<file path="config.mk">
export PLATFORM = sky130hd
export DESIGN_NAME = one_hot_rr_arbiter_flat
export DESIGN_NICKNAME = d
export VERILOG_FILES = /design/src/rtl/one_hot_rr_arbiter_if.sv /design/src/rtl/one_hot_rr_arbiter.sv /design/src/flat_wrapper.sv
export SDC_FILE = /design/constraint.sdc
export NUM_CORES = 1
export LEC_CHECK = 0
export ABC_AREA = 0
export CAP_MARGIN = 20
export CORE_UTILIZATION = 55
export DETAILED_ROUTE_END_ITERATION = 16
export GPL_ROUTABILITY_DRIVEN = 0
export PLACE_DENSITY = 0.78
export SLEW_MARGIN = 10
export SYNTH_ARGS = -nofsm -noshare
export SYNTH_HDL_FRONTEND = slang
export SYNTH_SLANG_ARGS = --single-unit
</file>
<file path="constraint.sdc">
create_clock -name clk -period 5.2 [get_ports clk]
set_input_delay 0.78 -clock clk [delete_from_list [all_inputs] [get_ports clk]]
set_output_delay 0.78 -clock clk [all_outputs]
set_load 0.01 [all_outputs]
</file>
<file path="src/rtl/one_hot_rr_arbiter_if.sv">
// one_hot_rr_arbiter_if: request/grant bundle between requesters and the round-robin arbiter
interface one_hot_rr_arbiter_if #(
  parameter int CNT = 5,
  parameter int IDXW = CNT > 1 ? $clog2(CNT) : 1
);
  logic [CNT-1:0] req;
  logic [CNT-1:0] last;
  logic ack;
  logic [CNT-1:0] grant;
  logic grant_valid;
  logic [IDXW-1:0] grant_idx;
  logic abort;
  modport master (output req, last, ack, input grant, grant_valid, grant_idx, abort);
  modport slave (input req, last, ack, output grant, grant_valid, grant_idx, abort);
endinterface

</file>
<file path="src/rtl/one_hot_rr_arbiter.sv">
// one_hot_rr_arbiter: registered one-hot round-robin grant; ONE_HOT_RR_ARB_PKT_LOCK_EN holds grant until last beat
module one_hot_rr_arbiter #(
  parameter int CNT = 5,
  parameter int IDXW = CNT > 1 ? $clog2(CNT) : 1
) (
  input logic clk,
  input logic rst_n,
  one_hot_rr_arbiter_if.slave bus
);
  typedef enum logic {IDLE, BUSY} state_t;
  state_t state_q, state_d;
  logic [CNT-1:0] grant_q, grant_d;
  logic [IDXW-1:0] idx_q, idx_d, ptr_q, ptr_d, win_idx, pos;
  logic abort_q, abort_d, win_found, last_ok, done, drop;
`ifdef ONE_HOT_RR_ARB_PKT_LOCK_EN
  assign last_ok = bus.last[idx_q];
`else
  logic unused_last;
  assign unused_last = ^bus.last;
  assign last_ok = 1'b1;
`endif
  assign done = state_q == BUSY && bus.ack && last_ok;
  assign drop = state_q == BUSY && !bus.req[idx_q] && !done;
  // scan from farthest to nearest so the nearest requester after ptr wins; ptr itself ranks last
  always_comb begin
    win_found = 1'b0;
    win_idx = '0;
    pos = '0;
    for (int k = CNT; k >= 1; k--) begin
      pos = IDXW'((int'(ptr_q) + k) % CNT);
      if (bus.req[pos]) begin
        win_found = 1'b1;
        win_idx = pos;
      end
    end
  end
  always_comb begin
    state_d = state_q;
    grant_d = grant_q;
    idx_d = idx_q;
    ptr_d = ptr_q;
    abort_d = 1'b0;
    if (drop) begin
      state_d = IDLE;
      grant_d = '0;
      idx_d = '0;
      abort_d = 1'b1;
    end else if (state_q == IDLE || done) begin
      state_d = win_found ? BUSY : IDLE;
      grant_d = win_found ? CNT'(1) << win_idx : '0;
      idx_d = win_found ? win_idx : '0;
      ptr_d = win_found ? win_idx : ptr_q;
    end
  end
  always_ff @(posedge clk or negedge rst_n) begin
    if (!rst_n) begin
      state_q <= IDLE;
      grant_q <= '0;
      idx_q <= '0;
      ptr_q <= IDXW'(CNT - 1);
      abort_q <= 1'b0;
    end else begin
      state_q <= state_d;
      grant_q <= grant_d;
      idx_q <= idx_d;
      ptr_q <= ptr_d;
      abort_q <= abort_d;
    end
  end
  assign bus.grant = grant_q;
  assign bus.grant_valid = |grant_q;
  assign bus.grant_idx = idx_q;
  assign bus.abort = abort_q;
endmodule

</file>
<file path="src/flat_wrapper.sv">
// flat-port wrapper written by rule: the top's interface ports become plain ports
module one_hot_rr_arbiter_flat 
#(
  parameter int CNT = 5,
  parameter int IDXW = CNT > 1 ? $clog2(CNT) : 1
)
  (clk, rst_n, bus_req, bus_last, bus_ack, bus_grant, bus_grant_valid, bus_grant_idx, bus_abort);
  one_hot_rr_arbiter_if #(.CNT(CNT), .IDXW(IDXW)) bus_i ();
  input logic clk;
  input logic rst_n;
  input wire logic [$bits(bus_i.req)-1:0] bus_req;
  input wire logic [$bits(bus_i.last)-1:0] bus_last;
  input wire logic [$bits(bus_i.ack)-1:0] bus_ack;
  output wire logic [$bits(bus_i.grant)-1:0] bus_grant;
  output wire logic [$bits(bus_i.grant_valid)-1:0] bus_grant_valid;
  output wire logic [$bits(bus_i.grant_idx)-1:0] bus_grant_idx;
  output wire logic [$bits(bus_i.abort)-1:0] bus_abort;
  assign bus_i.req = bus_req;
  assign bus_i.last = bus_last;
  assign bus_i.ack = bus_ack;
  assign bus_grant = bus_i.grant;
  assign bus_grant_valid = bus_i.grant_valid;
  assign bus_grant_idx = bus_i.grant_idx;
  assign bus_abort = bus_i.abort;
  one_hot_rr_arbiter #(.CNT(CNT), .IDXW(IDXW)) u_core (.clk(clk), .rst_n(rst_n), .bus(bus_i));
endmodule
</file>
==> results_dict.tcl, run 1 <==
set metrics [dict create \
    status "completed" \
    cts-hold-fix-buffers 0 \
    yosysTopAreaCell "ha_1" \
    cts_tree "yes" \
    cp-start-kind "flop" \
    crit_type "reg2reg" \
    crit_fanout 13 \
    synth-warning-count 0 \
    path_clk_slew_ns 0.05 \
    syn_area_per_cell_um2 8.325 \
    synth_cell_types 84 \
    slowest_delay_ns 0.76 \
    yosys_most_used_dff "dfrtp_1" \
    synthCells 306 \
    cts_setup_buffers 0 \
    io_buffer_count 17 \
    gr-total-overflow 0 \
    clock-sinks 13 \
    fmax_ghz 0.2192 \
    start_util_pct 57.71 \
    ys_seq_area_share_pct 12.82 \
    finalHoldViolations 0 \
    final_util_pct 63.21 \
    first_pass_iters 4 \
    syn_nets 345 \
    io_pins 23 \
    die-area_um2 4908 \
    drv_slew 0 \
    crit_chain "inv_1, ha_1, o21ai_0, nand2_1, xnor2_1, ha_1, inv_1, o221ai_1, nand2_1, mux4_2, o22ai_1, a2111oi_0, a211oi_1, o21bai_2, o31ai_2" \
    netlist_top_cells_count "nand2_1 (29), ha_1 (26), nor2_1 (17), inv_1 (13)" \
    clock-root-buffer "clkbuf_8" \
    period_minus_slack_ns 4.561 \
    grt_max_degree 33 \
    cts.repair.resized 0 \
    min_path_type "reg2reg" \
    route.detailed.drc 0 \
    die_h_um 70.06 \
    slew_headroom_pct 61.66 \
    clk_latency_ns 0.24 \
    synth_edf_count 0 \
    area_growth_syn_to_layout_pct 9.529 \
    num_vias 2370 \
    yosysTopAreaCellShare_pct 12.77 \
    grt_pass1_vias 2243 \
    core-area_um2 4414 \
    ys_seq_elements 13 \
    dp_hpwl_mm 4.723 \
    synth_most_common_cell "nand2_1" \
    rsz0062_at_grt "no" \
    syn_area_um2 2547 \
    final_nets 356 \
    synth-async-reset-ratio_pct 100.0 \
    routed_wl_mm 6.043 \
    cts_inserted_buffers 3 \
    wire_per_inst_um 16.42 \
    grt_usage_pct 25.44 \
    clockBufferDepth 2 \
    timing.hold.ws_ns 0.5261 \
    synth_area_leaders "ha_1 (13%), dfrtp_1 (12%), mux2i_1 (4.3%)" \
    dpl_worst_slack_ns 0.7059 \
    antenna_found_initial 0 \
    drv_cap 0 \
    num_antenna_cells 0 \
    fin_ws_ns 0.6387 \
    cp_data_required_time_ns 5.35 \
    clock_skew_ns 0.0008040 \
    avgViaCountPerCell 6.440 \
    cp_data_arrival_time_ns 4.72 \
    fin_tns_setup_ns 0 \
    htreeDepth 1 \
    period_share_pct 87.72 \
    drive_above_1_share_pct 13.61 \
    rows 24 \
    slowest_stage "dfstp_2" \
    grt_pass1_wl_mm 10.28 \
    setup_viol 0 \
    ant_nets 0 \
    chipWidth_um 70.06 \
    drtIter0Drc 137 \
    tightestPinTransition_ns 0.5734 \
    endpoint_kind "flop" \
]
[through the flow]
step	instances	cell area (um^2)
2_1_floorplan	306	2547
3_3_place_gp	364	2745
3_5_place_dp	364	2745
4_1_cts	368	2790
5_1_grt	368	2790
6_report	368	2790
[path summary, 6_finish.rpt]
| path | from | to | slack [ns] | depth (start not counted) |
|---|---|---|---|---|
| setup / recovery | u_core.ptr_q[2] | u_core.bus.grant[0] | 0.64 | 15 |
| hold / removal | u_core.bus.grant[0] | u_core.bus.grant[0] | 0.53 | 2 |
| setup reg to reg | u_core.ptr_q[2] | u_core.bus.grant[0] | 0.64 | 15 |
| hold reg to reg | u_core.bus.grant[0] | u_core.bus.grant[0] | 0.53 | 2 |
| max in group asynchronous | rst_n | u_core.ptr_q[2] | 3.92 | 1 |
| min in group asynchronous | rst_n | u_core.state_q | 0.91 | 1 |
[routing by layer]
metal | part of all wire, % | vias up | global-route usage (%)
met5 | 0 | - | 0
met4 | 0 | 0 | 3.778
met3 | 5.1 | 0 | 3.175
met2 | 47 | 65 | 43.48
met1 | 48 | 1117 | 35.02
li1 | - | 1188 | -
[sequential cells by signal, indices dropped and copies added, names as in the netlist]
name,count
u_core.ptr_q,3
u_core.bus.abort,1
u_core.state_q,1
u_core.bus.grant,5
u_core.bus.grant_idx,3
[critical path, delay by kind of cell, from the launching register on]
family / cells / cell delay, ns
buf+inv: 2 / 0.30
compound gates: 7 / 1.87
xor+xnor: 1 / 0.23
flops: 1 / 0.76
mux: 1 / 0.35
fa+ha+maj: 2 / 0.65
simple gates: 2 / 0.30
[placed cells by master (no fill, tap or decap), types with 5 or more instances in the layout]
master | netlist | routed
o21ai_1 | 6 | 6
inv_1 | 13 | 13
nand3_1 | 5 | 5
and3_1 | 5 | 5
a211o_1 | 5 | 5
nor2b_1 | 10 | 10
mux2i_1 | 11 | 11
nor2_1 | 17 | 17
nand2b_1 | 6 | 6
buf_4 | 1 | 6
clkdlybuf4s50_1 | 0 | 17
ha_1 | 26 | 26
a21oi_1 | 11 | 11
dfrtp_1 | 12 | 12
mux2_2 | 6 | 6
nor3_1 | 7 | 7
nand2_1 | 29 | 29
o21ai_0 | 12 | 12
[final cells by class]
class | count | area, um^2
clock buffers | 4 | 45.04
repair buffers | 23 | 215.2
multi-input cells | 260 | 2078
flip-flops and latches | 13 | 326.6
fillers | 398 | 1624
inverters | 16 | 60.06
well taps | 52 | 65.06
[cells by family (layout without fill, tap and decap cells)]
logic type	count (synthesis)	after routing	share of synthesized area (%)
AO/OA/AOI/OAI	100	100	32.02
XOR/XNOR	6	6	3.094
buffers and inverters	33	43	5.599
flip-flops	13	13	12.82
adder cells (fa/ha/maj)	26	26	12.77
multiplexers	21	21	10.51
AND/OR/NAND/NOR	107	107	23.18
Power of run 1 is left out: the tool's default activity adds up to more than one toggle a clock period on the data nets, which glitch-free logic cannot reach.
==> run 2, diff against run 1 <==
--- a/config.mk
+++ b/config.mk
@@ -7,10 +7,11 @@
 export LEC_CHECK = 0
 export ABC_AREA = 0
 export CAP_MARGIN = 20
-export CORE_UTILIZATION = 55
+export CORE_UTILIZATION = 45
+export CTS_CLUSTER_DIAMETER = 150
 export DETAILED_ROUTE_END_ITERATION = 16
 export GPL_ROUTABILITY_DRIVEN = 0
-export PLACE_DENSITY = 0.78
+export PLACE_DENSITY = 0.66
 export SLEW_MARGIN = 10
 export SYNTH_ARGS = -nofsm -noshare
 export SYNTH_HDL_FRONTEND = slang
==> results_dict.tcl, run 2 (same netlist as run 1, synthesis figures left out) <==
set metrics [dict create \
    status "completed" \
    final_area_um2 2823 \
    grt_max_degree 33 \
    n_fill_cell 540 \
    wire_per_inst_um 15.99 \
    htreeDepth 1 \
    final_nets 357 \
    grt_pass1_vias 2175 \
    num_vias 2368 \
    period_share_pct 86.21 \
    clock_skew_ns 0.0004474 \
    r2r_end "u_core.bus.grant[2]" \
    rsz0062_at_grt "no" \
    hold_depth 2 \
    routed_wl_mm 6.222 \
    cp_data_arrival_time_ns 4.61 \
    finalHoldViolations 0 \
    met3_length_um 179 \
    top_layer "met4" \
    num_antenna_cells 0 \
    clock-root-buffer "clkbuf_8" \
    clk_latency_ns 0.24 \
    clock-sinks 13 \
    clockBufferDepth 2 \
    io_pins 23 \
    tightestPinTransition_ns 0.5695 \
    drive_above_1_share_pct 13.88 \
    cp_data_required_time_ns 5.33 \
    cts_setup_buffers 0 \
    min_path_type "reg2reg" \
    drtIter0Drc 110 \
    setup_viol 0 \
    slew_headroom_pct 61.91 \
    hold_path_end "u_core.bus.grant[4]" \
    cts_inserted_buffers 3 \
    worstHoldStart "u_core.bus.grant[4]" \
    grt_pass1_wl_mm 10.46 \
    rr_worst_depth 16 \
    die-area_um2 5966 \
    dp_hpwl_mm 4.751 \
    fmax_ghz 0.2231 \
    final_cell_mix "nand2_1 (29), ha_1 (26), nor2_1 (17), clkdlybuf4s50_1 (17), inv_1 (13)" \
    ant_nets 0 \
    fin_ws_ns 0.7171 \
    cts.repair.resized 0 \
    route.detailed.drc 0 \
    fin_tns_setup_ns 0 \
    period_minus_slack_ns 4.483 \
    area_growth_syn_to_layout_pct 10.81 \
    path_clk_slew_ns 0.05 \
    avgViaCountPerCell 6.087 \
    drv_slew 0 \
    antenna_found_initial 0 \
    dpl_worst_slack_ns 0.7759 \
    r2r-start "u_core.ptr_q[1]" \
    crit_type "reg2reg" \
    grt_usage_pct 21.31 \
    die_h_um 77.24 \
    cts-hold-fix-buffers 0 \
    drv_cap 0 \
    crit_fanout 8 \
    cts_tree "yes" \
    endpoint_kind "flop" \
    largest_reg_flops 5 \
    cp-start-kind "flop" \
    io_buffer_count 17 \
    first_pass_iters 4 \
    rows 27 \
    start_util_pct 46.55 \
    dpl_cell_area_um2 2778 \
    chipWidth_um 77.24 \
    wl_met2_mm 2.860 \
    core-area_um2 5473 \
    final_common_cell "nand2_1" \
    wl_met1_mm 3.116 \
    gr-total-overflow 0 \
    rrSetupSlack_ns 0.72 \
]
==> run 2: cell count changes in the layout (fill, tap and decap cells not counted), sizes merged <==
| cell | previous run | this run |
|---|---|---|
| buf | 6 | 7 |
==> run 2: how the worst max path moves through the flow <==
stage	slack [ns]	endpoint	from
5_1_grt	0.28	u_core.bus.grant[2]	u_core.ptr_q[1]
6_report	0.72	u_core.bus.grant[2]	u_core.ptr_q[1]
3_3_place_gp	0.80	u_core.bus.grant[4]	u_core.ptr_q[1]
4_1_cts	0.72	u_core.bus.grant[2]	u_core.ptr_q[1]
3_5_place_dp	0.78	u_core.bus.grant[1]	u_core.ptr_q[1]
2_1_floorplan	0.78	u_core.bus.grant[1]	u_core.ptr_q[0]
==> run 2: worst max-delay path, cell delays in order (launching register included) <==
cell and delay (ns):
dfrtp_1 0.46, ha_1 0.45, xor2_4 0.16, ha_1 0.26
nor3b_1 0.34, o32ai_1 0.17, nor2_2 0.23, ha_1 0.22
nor2b_1 0.20, o21ai_0 0.13, a2bb2oi_2 0.32, a21oi_1 0.07
a211o_1 0.31, a211o_1 0.34, o31ai_4 0.34, nor3_2 0.15
a22o_1 0.23
==> run 2: cell type report <==
class | instances | area [um^2] | area share (%)
clock buffers | 4 | 45.04 | 1.596
inverters | 16 | 60.06 | 2.128
multi-input cells | 260 | 2078 | 73.63
flip-flops and latches | 13 | 326.6 | 11.57
well taps | 72 | 90.09 | 3.191
repair buffers | 24 | 222.7 | 7.890
==> run 2: stage by stage <==
step           utilization (%)  cells  hold WS (ns)
6_report                 51.58    389        0.5288
5_1_grt                  51.58    389        0.5646
4_1_cts                  51.58    389        0.5327
3_5_place_dp             50.75    385        0.5126
3_3_place_gp             50.75    385        0.5064
2_1_floorplan                -    306        0.4844
==> run 2: metal layers <==
| layer | global-route usage (%) | up-vias |
|---|---|---|
| met5 | 0 | - |
| met4 | 3.774 | 0 |
| met3 | 1.667 | 7 |
| met2 | 34.25 | 48 |
| met1 | 31.11 | 1129 |
| li1 | - | 1184 |
Power of run 2 is left out for the same reason.
==> run 3, diff against run 2 <==
--- a/config.mk
+++ b/config.mk
@@ -10,7 +10,6 @@
 export CORE_UTILIZATION = 45
 export CTS_CLUSTER_DIAMETER = 150
 export DETAILED_ROUTE_END_ITERATION = 16
-export GPL_ROUTABILITY_DRIVEN = 0
 export PLACE_DENSITY = 0.66
 export SLEW_MARGIN = 10
 export SYNTH_ARGS = -nofsm -noshare
==> results of run 3 <==
Same layout as run 2: the final DEF is identical, and so are final timing and power.
Power of run 3 is left out for the same reason.
